<file path="src/rtl/adxl362_spi_master.sv">
// adxl362_spi_master: turns start/busy/done register requests into ADXL362
// SPI mode-0 transactions (register write 0x0A, register read 0x0B,
// FIFO read 0x0D). Multi-byte reads are enabled by defining
// ADXL362_SPI_MASTER_BURST_EN; without it every read moves one data byte.
module adxl362_spi_master #(
  parameter int CLK_DIV = 4
) (
  input  logic       clk,
  input  logic       rst,
  input  logic       start,
  input  logic [1:0] cmd,
  input  logic [5:0] addr,
  input  logic [3:0] len,
  input  logic [7:0] wr_data,
  input  logic       MISO,
  output logic       SCLK,
  output logic       MOSI,
  output logic       nCS,
  output logic       busy,
  output logic       done,
  output logic [7:0] rd_data,
  output logic       rd_valid
);

  localparam int TW = (CLK_DIV > 1) ? $clog2(CLK_DIV) : 1;
  localparam logic [TW-1:0] TMR_LAST = TW'(CLK_DIV - 1);
`ifdef ADXL362_SPI_MASTER_BURST_EN
  localparam int BW = 5;
`else
  localparam int BW = 2;
`endif

  localparam logic [1:0] CMD_WR   = 2'b00;
  localparam logic [1:0] CMD_RD   = 2'b01;
  localparam logic [1:0] CMD_FIFO = 2'b10;
  localparam logic [1:0] CMD_RSVD = 2'b11;
  localparam logic [7:0] OP_WR    = 8'h0A;
  localparam logic [7:0] OP_RD    = 8'h0B;
  localparam logic [7:0] OP_FIFO  = 8'h0D;

  typedef enum logic [2:0] {S_IDLE, S_SETUP, S_SHIFT, S_HOLD, S_GAP} state_t;

  state_t          state_q, state_d;
  logic [TW-1:0]   tmr_q, tmr_d;
  logic [2:0]      bit_q, bit_d;
  logic [BW-1:0]   byte_q, byte_d;
  logic [BW-1:0]   last_q, last_d;
  logic [7:0]      tx_q, tx_d;
  logic [7:0]      rx_q, rx_d;
  logic [1:0]      cmd_q, cmd_d;
  logic [5:0]      addr_q, addr_d;
  logic [7:0]      wr_q, wr_d;
  logic            byte_rdy_q, byte_rdy_d;
  logic            sclk_q, sclk_d;
  logic            mosi_q, mosi_d;
  logic            ncs_q, ncs_d;
  logic            busy_q, busy_d;
  logic            done_q, done_d;
  logic [7:0]      rd_data_q, rd_data_d;
  logic            rd_valid_q, rd_valid_d;
  logic            tmr_last_s;
  logic            is_data_s;

`ifndef ADXL362_SPI_MASTER_BURST_EN
  logic unused_len;
  assign unused_len = ^len;
`endif

  // Byte to shift out at position idx of a transaction of kind c.
  function automatic logic [7:0] tx_byte(input logic [1:0] c, input logic [BW-1:0] idx,
                                         input logic [5:0] a, input logic [7:0] w);
    logic [7:0] b;
    b = 8'h00;
    if (idx == {BW{1'b0}}) begin
      case (c)
        CMD_WR:  b = OP_WR;
        CMD_RD:  b = OP_RD;
        default: b = OP_FIFO;
      endcase
    end else if (idx == BW'(1'b1)) begin
      b = (c == CMD_FIFO) ? 8'h00 : {2'b00, a};
    end else if (c == CMD_WR) begin
      b = w;
    end else begin
      b = 8'h00;
    end
    return b;
  endfunction

  // Next-state, counters and next values of every registered output.
  always_comb begin
    state_d    = state_q;
    tmr_d      = tmr_q;
    bit_d      = bit_q;
    byte_d     = byte_q;
    last_d     = last_q;
    tx_d       = tx_q;
    rx_d       = rx_q;
    cmd_d      = cmd_q;
    addr_d     = addr_q;
    wr_d       = wr_q;
    byte_rdy_d = 1'b0;
    sclk_d     = sclk_q;
    mosi_d     = mosi_q;
    ncs_d      = ncs_q;
    busy_d     = busy_q;
    done_d     = 1'b0;
    rd_data_d  = rd_data_q;
    rd_valid_d = 1'b0;
    tmr_last_s = (tmr_q == TMR_LAST);

    if (cmd_q == CMD_RD) begin
      is_data_s = (byte_q >= BW'(2'd2));
    end else if (cmd_q == CMD_FIFO) begin
      is_data_s = (byte_q != {BW{1'b0}});
    end else begin
      is_data_s = 1'b0;
    end

    // A completed data byte is published one cycle after its last sample.
    if (byte_rdy_q) begin
      rd_data_d  = rx_q;
      rd_valid_d = 1'b1;
    end else begin
      rd_valid_d = 1'b0;
    end

    case (state_q)
      S_IDLE: begin
        sclk_d = 1'b0;
        ncs_d  = 1'b1;
        mosi_d = 1'b0;
        busy_d = 1'b0;
        if (start && (cmd != CMD_RSVD)) begin
          state_d = S_SETUP;
          tmr_d   = {TW{1'b0}};
          bit_d   = 3'd0;
          byte_d  = {BW{1'b0}};
          cmd_d   = cmd;
          addr_d  = addr;
          wr_d    = wr_data;
`ifdef ADXL362_SPI_MASTER_BURST_EN
          if (cmd == CMD_WR) begin
            last_d = 5'd2;
          end else if (cmd == CMD_RD) begin
            last_d = 5'd2 + {1'b0, len};
          end else begin
            last_d = 5'd1 + {1'b0, len};
          end
`else
          last_d = (cmd == CMD_FIFO) ? 2'd1 : 2'd2;
`endif
          tx_d    = tx_byte(cmd, {BW{1'b0}}, addr, wr_data);
          mosi_d  = tx_d[7];
          ncs_d   = 1'b0;
          busy_d  = 1'b1;
        end else begin
          state_d = S_IDLE;
        end
      end
      S_SETUP: begin
        if (tmr_last_s) begin
          state_d = S_SHIFT;
          tmr_d   = {TW{1'b0}};
        end else begin
          tmr_d = tmr_q + TW'(1'b1);
        end
      end
      S_SHIFT: begin
        if (!tmr_last_s) begin
          tmr_d = tmr_q + TW'(1'b1);
        end else if (!sclk_q) begin
          // Rising edge: sample MISO, flag a finished data byte.
          tmr_d      = {TW{1'b0}};
          sclk_d     = 1'b1;
          rx_d       = {rx_q[6:0], MISO};
          byte_rdy_d = (bit_q == 3'd7) && is_data_s;
        end else begin
          // Falling edge: present the next bit at the start of the low phase.
          tmr_d  = {TW{1'b0}};
          sclk_d = 1'b0;
          if (bit_q != 3'd7) begin
            bit_d  = bit_q + 3'd1;
            tx_d   = {tx_q[6:0], 1'b0};
            mosi_d = tx_q[6];
          end else if (byte_q != last_q) begin
            bit_d  = 3'd0;
            byte_d = byte_q + BW'(1'b1);
            tx_d   = tx_byte(cmd_q, byte_q + BW'(1'b1), addr_q, wr_q);
            mosi_d = tx_d[7];
          end else begin
            state_d = S_HOLD;
            mosi_d  = 1'b0;
          end
        end
      end
      S_HOLD: begin
        if (tmr_last_s) begin
          state_d = S_GAP;
          tmr_d   = {TW{1'b0}};
          ncs_d   = 1'b1;
        end else begin
          tmr_d = tmr_q + TW'(1'b1);
        end
      end
      S_GAP: begin
        if (tmr_last_s) begin
          state_d = S_IDLE;
          tmr_d   = {TW{1'b0}};
          busy_d  = 1'b0;
          done_d  = 1'b1;
        end else begin
          tmr_d = tmr_q + TW'(1'b1);
        end
      end
      default: begin
        state_d = S_IDLE;
        sclk_d  = 1'b0;
        ncs_d   = 1'b1;
        mosi_d  = 1'b0;
        busy_d  = 1'b0;
      end
    endcase
  end

  // State and output registers with synchronous reset.
  always_ff @(posedge clk) begin
    if (rst) begin
      state_q    <= S_IDLE;
      tmr_q      <= {TW{1'b0}};
      bit_q      <= 3'd0;
      byte_q     <= {BW{1'b0}};
      last_q     <= {BW{1'b0}};
      tx_q       <= 8'h00;
      rx_q       <= 8'h00;
      cmd_q      <= 2'b00;
      addr_q     <= 6'd0;
      wr_q       <= 8'h00;
      byte_rdy_q <= 1'b0;
      sclk_q     <= 1'b0;
      mosi_q     <= 1'b0;
      ncs_q      <= 1'b1;
      busy_q     <= 1'b0;
      done_q     <= 1'b0;
      rd_data_q  <= 8'h00;
      rd_valid_q <= 1'b0;
    end else begin
      state_q    <= state_d;
      tmr_q      <= tmr_d;
      bit_q      <= bit_d;
      byte_q     <= byte_d;
      last_q     <= last_d;
      tx_q       <= tx_d;
      rx_q       <= rx_d;
      cmd_q      <= cmd_d;
      addr_q     <= addr_d;
      wr_q       <= wr_d;
      byte_rdy_q <= byte_rdy_d;
      sclk_q     <= sclk_d;
      mosi_q     <= mosi_d;
      ncs_q      <= ncs_d;
      busy_q     <= busy_d;
      done_q     <= done_d;
      rd_data_q  <= rd_data_d;
      rd_valid_q <= rd_valid_d;
    end
  end

  assign SCLK     = sclk_q;
  assign MOSI     = mosi_q;
  assign nCS      = ncs_q;
  assign busy     = busy_q;
  assign done     = done_q;
  assign rd_data  = rd_data_q;
  assign rd_valid = rd_valid_q;

endmodule

</file>
<file path="config.mk">
export PLATFORM = sky130hd
export DESIGN_NAME = adxl362_spi_master
export DESIGN_NICKNAME = d
export VERILOG_FILES = /design/src/rtl/adxl362_spi_master.sv
export SDC_FILE = /design/constraint.sdc
export NUM_CORES = 1
export LEC_CHECK = 0
export BUFFER_PORTS_ARGS = -buffer_cell sky130_fd_sc_hd__buf_2
export CAP_MARGIN = 20
export CELL_PAD_IN_SITES_DETAIL_PLACEMENT = 0
export CELL_PAD_IN_SITES_GLOBAL_PLACEMENT = 1
export CORE_MARGIN = 3
export CORE_UTILIZATION = 35
export CTS_BUF_LIST = sky130_fd_sc_hd__clkbuf_16
export DETAILED_ROUTE_END_ITERATION = 8
export MAX_ROUTING_LAYER = met4
export PLACE_DENSITY = 0.69
export SYNTH_ARGS = -nofsm -noshare
export SYNTH_HDL_FRONTEND = slang
export SYNTH_SLANG_ARGS = --single-unit
</file>
<file path="constraint.sdc">
create_clock -name clk -period 1.89 [get_ports clk]
set_input_delay 0 -clock clk [delete_from_list [all_inputs] [get_ports clk]]
set_output_delay 0 -clock clk [all_outputs]
set_load 0.03 [all_outputs]
</file>
# == Word-level counts from Yosys, hierarchy flattened ==
# Cells that the tools add are included.
# W data, S select, Z words.
# word_totals
ff_bits,58
input_bits,24
# classes
addsub,3
magnitude_cmp,1
n_eq_ne,24
n_mux,54
bitwise_logic,7
n_reduce_logical,25
# ops
cell,count
$mux W3,12
$mux W7,5
$mux W8,3
$ne A2 B2 Y1 const B,10
$pmux W3 S2,3
$mux W1,15
$pmux W3 S5,1
$mux W2,7
$pmux W7 S2,1
$reduce_and A2 Y1,5
$pmux W1 S3,3
$reduce_or A3 Y1,3
$pmux W2 S2,2
$reduce_or A4 Y1,2
$not A1 Y1,7
$reduce_and A7 Y1,1
$eq A2 B1 Y1 const B,3
$eq A2 B2 Y1 const B,3
$eq A3 B2 Y1 const B,2
$eq A3 B3 Y1 const B,2
$logic_not A2 Y1,3
$mux W6,1
$ne A3 B3 Y1 const B,2
$reduce_and A3 Y1,2
12 further kinds,16

# == Logic depth before layout (Yosys ltp) ==
# Gate-level depths: netlist of the first run.
# logic_depth
depth_word,9
ltp_mapped,7
mapped_depth_nobuf,6

# == Worst setup path after synthesis of the first run ==
# OpenSTA, ideal clock, no wires.
# synth_path
path_kind,register to register
start,register bit_q[0]
end,register tx_q[5]
setup_time_ps,59
arrival_ps,1751
t_required_ps,1831
slack_ps,81
path_stages_with_launch,8
path_buffers,1
cell_sequence,dfxtp_1 -> ha_1 -> ha_1 -> clkbuf_1 -> nor2b_1 -> nand3_1 -> a311oi_2 -> a31o_1
# synth_between
elab_chain_cells,5
elab_cells_between_ends,7
classes_between,eq/ne (2); mux (4); reduce/logical (1)
# synth_rtl
element,line,rtl
start: declaration,45,"logic [2:0] bit_q, bit_d;"
start signal: assignment,250,bit_q <= bit_d;
$ne A3 B3 Y1 (*),182,if (bit_q != 3'd7) begin
$mux W7,182,
$mux W7,172,end else if (!sclk_q) begin
$mux W7,170,if (!tmr_last_s) begin
$pmux W7 S2,128,case (state_q)
end signal: assignment,253,tx_q <= tx_d;
end: declaration,48,"logic [7:0] tx_q, tx_d;"
# Every way passes the cells marked *; elsewhere a longest branch is shown, timed or not. The select of a mux whose other input is x is not followed.
# A chain may end at the register's enable or synchronous reset.

# == Final worst setup path of the first run ==
# layout_path
start,register state_q[1]
end,register tx_q[6]
# layout_between
elab_chain_cells,3
elab_cells_between_ends,9
classes_between,eq/ne (5); mux (1); reduce/logical (3)
# layout_rtl
element,line,rtl
start: declaration,43,"state_t state_q, state_d;"
start signal: assignment,248,state_q <= state_d;
$eq A3 B2 Y1 / $logic_not A3 Y1 (equally long branches),128,
"$ne A3 B3 Y1 (no line), or another cell as far along",--,
$reduce_and A5 Y1 (no line),--,
# Parallel ways exist; a longest one is shown, timed or not.

==> reports/qor.csv, run 1 <==
stage,metric,value,unit
placement,HPWL Detailed,4.32,mm
cts,Clock Tree Buf Depth,2,
power_and_ir_drop,Pwr per Cell Area,947,mW/mm2
logic_synthesis,Yosys top cell by area,dfxtp_1,
layout,layout net count,392,
sta,Hold Fails Final Rpt,0,
logic_synthesis,Yosys top cell area share,0.439,
floorplanning,Core Rows,31,
sta,Max Slew Vio Count,0,
sta,minimum clock period,1790,ps
route,wire per inst,13.5,um
floorplanning,total core area,0.00729,mm2
sta,Clock Skews,3.19,ps
route,total wire length,6.29,mm
sta,Worst Slack Setup Final,95.9,ps
setup_path,worst-path maximum fanout,6,
setup_path,Setup crit start kind,flop,
placement,DP Worst Slack,112,ps
logic_synthesis,share of async-settable or async-resettable flops after synthesis,0,
logic_synthesis,Cells after Synth,299,
status,outcome,"complete, no violations",
layout,"non-filler cells, final",465,
logic_synthesis,Seq cells post-synth,58,
cts,"Clk Latency, worst-skew pair",320,ps
logic_synthesis,Netlist cell types,59,
sta,worst relative slew slack,0.676,
logic_synthesis,register area share after synthesis,0.439,
route,TritonRoute pass-1 iters,4,
placement,number of port buffers,33,
sta,fmax,0.557,GHz
floorplanning,Die Ht,93.0,um
sta,worst-margin pin slew,485,ps
setup_path,"Arr. time, crit path",1980,ps
sta,Fin Setup TNS,0,ps
floorplanning,Horiz. Die Dim,93.0,um
cts,CTS root buf,clkbuf_16,
cts,clock sinks,58,
logic_synthesis,Syn Area/Cell,8.85,um2
setup_path,"reg-to-reg slack, setup",100,ps
placement,dpl cells,433,
cts,Clock transition at path regs,50,ps
global_routing,global route overflow,0,
cts,Inserted Clock Buffers,9,
setup_path,Critical Path Sink Type,flop,
layout,Final Util,0.481,
global_routing,initial antenna violation count,0,
logic_synthesis,commonest cells in the netlist,"dfxtp_1, nand2_1, nor2_1, a21oi_1, mux2i_1",
power_and_ir_drop,Leak,1.46,nW
logic_synthesis,syn nets,330,
logic_synthesis,Synth Flop Type,dfxtp_1,
route,Initial DRC Count,121,
floorplanning,initial core utilization,0.363,
sta,final period utilization,0.949,
floorplanning,# IOs,38,
cts,H-tree lvl count,3,
global_routing,global-route wire length before repair,10.8,mm
setup_path,critical path type,reg -> reg,
setup_path,critical path required time,2070,ps
layout,share of layout cells above drive strength 1,0.230,
sta,Fin Hold WS,22.9,ps
worst_hold_path,HP Class,in -> reg,
logic_synthesis,area of the mapped netlist,0.00265,mm2
global_routing,gr usage total,0.162,
cts,CTS tree,done,
layout,"Area growth, synth to finish",32.5,%
power_and_ir_drop,Peak supply drop,0.000702,V
logic_synthesis,number of synthesized flops with an enable pin,0,
route,via count,2305,
global_routing,vias in the first global route,2235,
run,maxcap violations,0,
layout,Inserted Diodes,0,
floorplanning,Die Area,0.00864,mm2
logic_synthesis,most frequent cell after synthesis,dfxtp_1,
logic_synthesis,yosys warns,0,
route,Post-DRT Antenna Nets,0,
sta,Final setup viols,0,
route,drt via density,4.96,
logic_synthesis,top post-synthesis cells by area,"dfxtp_1, mux2i_1, nand2_1",
route,DRC Markers,0,
global_routing,largest net degree at the start of global routing,41,
placement,GPL Wtd Cong,0.823,
[critical path: stages (launching register included)]
cell and delay, ps:
dfxtp_1 390, or3b_1 460, a311o_1 460, buf_4 190, nand4_1 90, o41ai_2 80
[cell families after synthesis]
kind of cell / synth area share
simple gates: 0.191
compound gates: 0.197
flops: 0.439
buf+inv: 0.0492
mux: 0.0808
fa+ha+maj: 0.0331
xor+xnor: 0.00993
[path summary, 6_finish.rpt]
check	from	endpoint	cells after the start
min	cmd[1]	tx_q[2]	3
max reg2reg	state_q[1]	tx_q[6]	5
max	state_q[1]	tx_q[6]	5
min reg2reg	wr_q[1]	wr_q[1]	2
[sequential cells by signal, summed over array words and instances (netlist names), 2 cells and up]
register / flops
rd_data: 8
rx_q: 8
wr_q: 8
tx_q: 7
addr_q: 6
bit_q: 3
state_q: 3
byte_q: 2
cmd_q: 2
last_q: 2
tmr_q: 2
[placed cells by master, fill, tap and decap left out, drive strengths merged, types with 2 or more instances in the layout]
master / n
xnor2: 3
buf: 57
nor2: 29
nand4: 3
nand2: 44
a31oi: 2
a21oi: 26
a311oi: 4
o221a: 2
o32a: 2
nor3: 5
nand2b: 3
clkbuf: 9
bufinv: 3
clkinv: 5
and2: 2
nand3: 7
or3: 2
mux2i: 18
a21o: 2
nor2b: 4
mux2: 3
a32oi: 4
inv: 5
dfxtp: 58
ha: 7
a21bo: 2
o21ai: 11
o211ai: 2
dlygate4sd3: 16
nor3b: 4
[report_power, final]
part / internal [mW] / total [mW] / switching [mW]
Sequential: 1.26 / 1.29 / 0.0284
Combinational: 0.105 / 0.226 / 0.120
Clock: 1.27 / 1.80 / 0.531
[layout make-up]
type                    count  area, um2
fillers                   745       3780
multi-input cells         213       1360
flip-flops and latches     58       1160
repair buffers             73        505
clock buffers               9        225
well taps                  99        124
clock inverters             7        108
inverters                   6       22.5
[per-stage QoR]
step           cell area (um2)  power [mW]
3_5_place_dp              3010        1.52
6_report                  3510        3.32
2_1_floorplan             2650        1.44
4_1_cts                   3500        3.36
3_3_place_gp              3010        1.52
5_1_grt                   3510        3.46
[layer usage]
layer / up-vias / GRT usage / share of wire / wire, um
li1: 1185 / - / - / -
met1: 1077 / 0.213 / 0.51 / 3220
met2: 31 / 0.236 / 0.44 / 2760
met3: 12 / 0.0317 / 0.031 / 194
met4: 0 / 0.0794 / 0.019 / 119
met5: - / - / 0 / 0
[repair_timing]
action / 4_1_cts / 5_1_grt
hold endpoints to repair: 16 / 0
resized for setup: 0 / 2
buffers inserted: 0 / 0
hold buffers: 16 / 0
setup endpoints to repair: 0 / 4
Note: power is estimated with default switching activity, not from simulation.
==> inputs of run 2 (changes only) <==
- ABC_AREA: not set -> 1
- PLACE_DENSITY: 0.69 -> 0.73
==> reports/qor.csv, run 2 <==
stage,metric,value,unit,change
status,outcome,"complete, no violations",,unchanged
logic_synthesis,top post-synthesis cells by area,"dfxtp_1, nand2_1, nor2_1",,"was dfxtp_1, mux2i_1, nand2_1"
route,wire per inst,12.1,um,was 13.5 um
layout,"non-filler cells, final",560,,was 465
sta,Hold Fails Final Rpt,0,,unchanged
route,drt via density,4.57,,was 4.96
global_routing,M3 GR Usage,0.0582,,was 0.0317
cts,H-tree lvl count,3,,unchanged
cts,CTS tree,done,,unchanged
power_and_ir_drop,Pwr per Cell Area,1450,mW/mm2,was 947 mW/mm2
global_routing,grt met1 use,0.222,,was 0.213
sta,minimum clock period,1710,ps,was 1790 ps
global_routing,largest net degree at the start of global routing,27,,was 41
setup_path,CP max stage delay,350,ps,was 460 ps
global_routing,global route overflow,0,,unchanged
setup_path,Setup crit start kind,flop,,unchanged
logic_synthesis,commonest cells in the netlist,"nand2_1, nor2_1, dfxtp_1, o21ai_0, inv_1",,"was dfxtp_1, nand2_1, nor2_1, a21oi_1, mux2i_1"
placement,DP Worst Slack,161,ps,was 112 ps
placement,HPWL Detailed,4.75,mm,was 4.32 mm
setup_path,CP cell instances,ha_1 -> inv_1 -> o21ai_2 -> nand2_4 -> a21oi_2 -> nand2_1 -> nand2_1 -> nor2_2,,was or3b_1 -> a311o_1 -> buf_4 -> nand4_1 -> o41ai_2
logic_synthesis,area of the mapped netlist,0.00274,mm2,was 0.00265 mm2
global_routing,met2 global-route usage,0.253,,was 0.236
setup_path,critical path required time,2100,ps,was 2070 ps
route,TritonRoute pass-1 iters,4,,unchanged
layout,most frequent cells in the layout,"nand2_1, nor2_1, dfxtp_1",,"was dfxtp_1, nand2_1, buf_2"
setup_path,most common cell type on the critical path,nand2_1,,
layout,Fill cells,826,,was 745
sta,fmax,0.584,GHz,was 0.557 GHz
cts,"Clk Latency, worst-skew pair",320,ps,about the same
placement,GPL Wtd Cong,0.816,,was 0.823
logic_synthesis,most frequent cell after synthesis,nand2_1,,was dfxtp_1
global_routing,GR peak layer,met2,,unchanged
layout,register area,0.00116,mm2,about the same
cts,postcts setup bufs,0,,unchanged
logic_synthesis,Yosys top cell by area,dfxtp_1,,unchanged
sta,RSZ-0062 raised after global routing,false,,
global_routing,gr usage total,0.171,,was 0.162
logic_synthesis,Seq cells post-synth,58,,unchanged
logic_synthesis,Yosys top cell area share,0.423,,was 0.439
sta,final period utilization,0.905,,was 0.949
sta,Worst Slack Setup Final,179,ps,was 95.9 ps
setup_path,Critical Path Sink Type,flop,,unchanged
cts,Clock transition at path regs,50,ps,about the same
layout,"Area growth, synth to finish",24.8,%,was 32.5%
floorplanning,# IOs,38,,unchanged
layout,area of the multi-input gates,0.00136,mm2,about the same
sta,Final setup viols,0,,unchanged
floorplanning,total core area,0.00745,mm2,was 0.00729 mm2
route,via count,2557,,was 2305
logic_synthesis,Syn Area/Cell,6.81,um2,was 8.85 um2
logic_synthesis,yosys warns,0,,unchanged
placement,dpl cells,529,,was 433
floorplanning,Horiz. Die Dim,94.5,um,was 93.0 um
layout,Final Util,0.460,,was 0.481
layout,layout net count,488,,was 392
global_routing,vias in the first global route,2477,,was 2235
logic_synthesis,register area share after synthesis,0.423,,was 0.439
route,DRC Markers,0,,unchanged
layout,"commonest non-fill, non-tap cell in the layout",nand2_1,,was dfxtp_1
power_and_ir_drop,Pwr Total,4.96,mW,was 3.32 mW
placement,cell area after placement,0.00301,mm2,about the same
route,Post-DRT Antenna Nets,0,,unchanged
sta,Fin Setup TNS,0,ps,unchanged
layout,share of layout cells above drive strength 1,0.154,,was 0.230
layout,Inserted Diodes,0,,unchanged
power_and_ir_drop,Peak supply drop,0.000727,V,was 0.000702 V
sta,worst-margin pin slew,507,ps,was 485 ps
placement,number of port buffers,33,,unchanged
route,Initial DRC Count,79,,was 121
route,total wire length,6.77,mm,was 6.29 mm
global_routing,global-route wire length before repair,11.5,mm,was 10.8 mm
sta,Max Slew Vio Count,0,,unchanged
logic_synthesis,Netlist cell types,28,,was 59
floorplanning,Die Ht,94.5,um,was 93.0 um
floorplanning,Core Rows,31,,unchanged
setup_path,critical path type,reg -> reg,,unchanged
floorplanning,initial core utilization,0.368,,was 0.363
setup_path,worst-path maximum fanout,7,,was 6
cts,clock sinks,58,,unchanged
worst_hold_path,HP Class,in -> reg,,unchanged
global_routing,initial antenna violation count,0,,unchanged
setup_path,"Arr. time, crit path",1920,ps,was 1980 ps
logic_synthesis,Cells after Synth,403,,was 299
logic_synthesis,share of async-settable or async-resettable flops after synthesis,0,,unchanged
sta,worst relative slew slack,0.659,,was 0.676
cts,Clock Tree Buf Depth,2,,unchanged
sta,Fin Hold WS,54.7,ps,was 22.9 ps
floorplanning,Die Area,0.00894,mm2,was 0.00864 mm2
sta,Clock Skews,4.89,ps,was 3.19 ps
layout,"Design Area, Final",0.00342,mm2,was 0.00351 mm2
logic_synthesis,syn nets,434,,was 330
run,maxcap violations,0,,unchanged
cts,CTS root buf,clkbuf_16,,unchanged
cts,Inserted Clock Buffers,9,,unchanged
logic_synthesis,Synth Flop Type,dfxtp_1,,unchanged
power_and_ir_drop,Leak,1.69,nW,was 1.46 nW
setup_path,"Slowest-stage cell, CP",dfxtp_1,,was or3b_1
logic_synthesis,number of synthesized flops with an enable pin,0,,unchanged
[run 2: cell count changes in the layout (fill, tap and decap cells not counted), moves of 6 or more]
cell / before / now
nand2_1: 44 / 91
nand3_1: 7 / 19
mux2i_1: 18 / 0
inv_1: 5 / 36
nor2_1: 28 / 87
buf_4: 24 / 7
o21ai_0: 10 / 42
a21oi_1: 26 / 20
[run 2: repair_timing]
item	in CTS	in global routing
setup endpoints to repair	0	1
hold buffers	16	0
resized for setup	0	1
endpoints found under the hold margin	16	0
[run 2: path summary, 6_finish.rpt]
| path | endpoint | slack (ps) | cells past startpoint | from |
|---|---|---|---|---|
| worst min-delay path | cmd_q[0] | 50 | 3 | cmd[0] |
| worst min register to register | addr_q[5] | 450 | 2 | addr_q[5] |
| worst max-delay path | tx_q[2] | 180 | 8 | tmr_q[0] |
| worst max register to register | tx_q[2] | 180 | 8 | tmr_q[0] |
[run 2: per-layer routing]
layer  share of wire  vias to the layer above
met5               0                        -
met4          0.0078                        0
met3           0.033                        4
met2            0.42                       30
met1            0.53                     1139
li1                -                     1384
[run 2: kinds of logic (layout without fill, tap and decap cells)]
| family | count (synthesis) | after routing | synth area share |
|---|---|---|---|
| simple gates | 216 | 216 | 0.328 |
| compound gates | 69 | 69 | 0.134 |
| flops | 58 | 58 | 0.423 |
| buf+inv | 53 | 111 | 0.0830 |
| fa+ha+maj | 7 | 7 | 0.0319 |
[run 2: critical path, delay by kind of cell, from the launching register on]
family	cells	cell delay [ps]
AOI/OAI and AO/OA	2	500
adders and majority gates	1	270
buffers and inverters	1	190
DFF	1	350
and+or+nand+nor	4	300
[run 2: final cells by class]
| type | instances | share of cell area |
|---|---|---|
| inverters | 40 | 0.0446 |
| multi-input cells | 292 | 0.396 |
| repair buffers | 56 | 0.110 |
| clock inverters | 6 | 0.00767 |
| well taps | 99 | 0.0362 |
| clock buffers | 9 | 0.0658 |
| flip-flops and latches | 58 | 0.339 |
[run 2: power breakdown]
part | total, mW | switching [mW] | internal (mW)
logic | 1.88 | 1.23 | 0.649
clock network | 1.39 | 0.537 | 0.855
registers | 1.69 | 0.174 | 1.52
total | 4.96 | 1.94 | 3.02
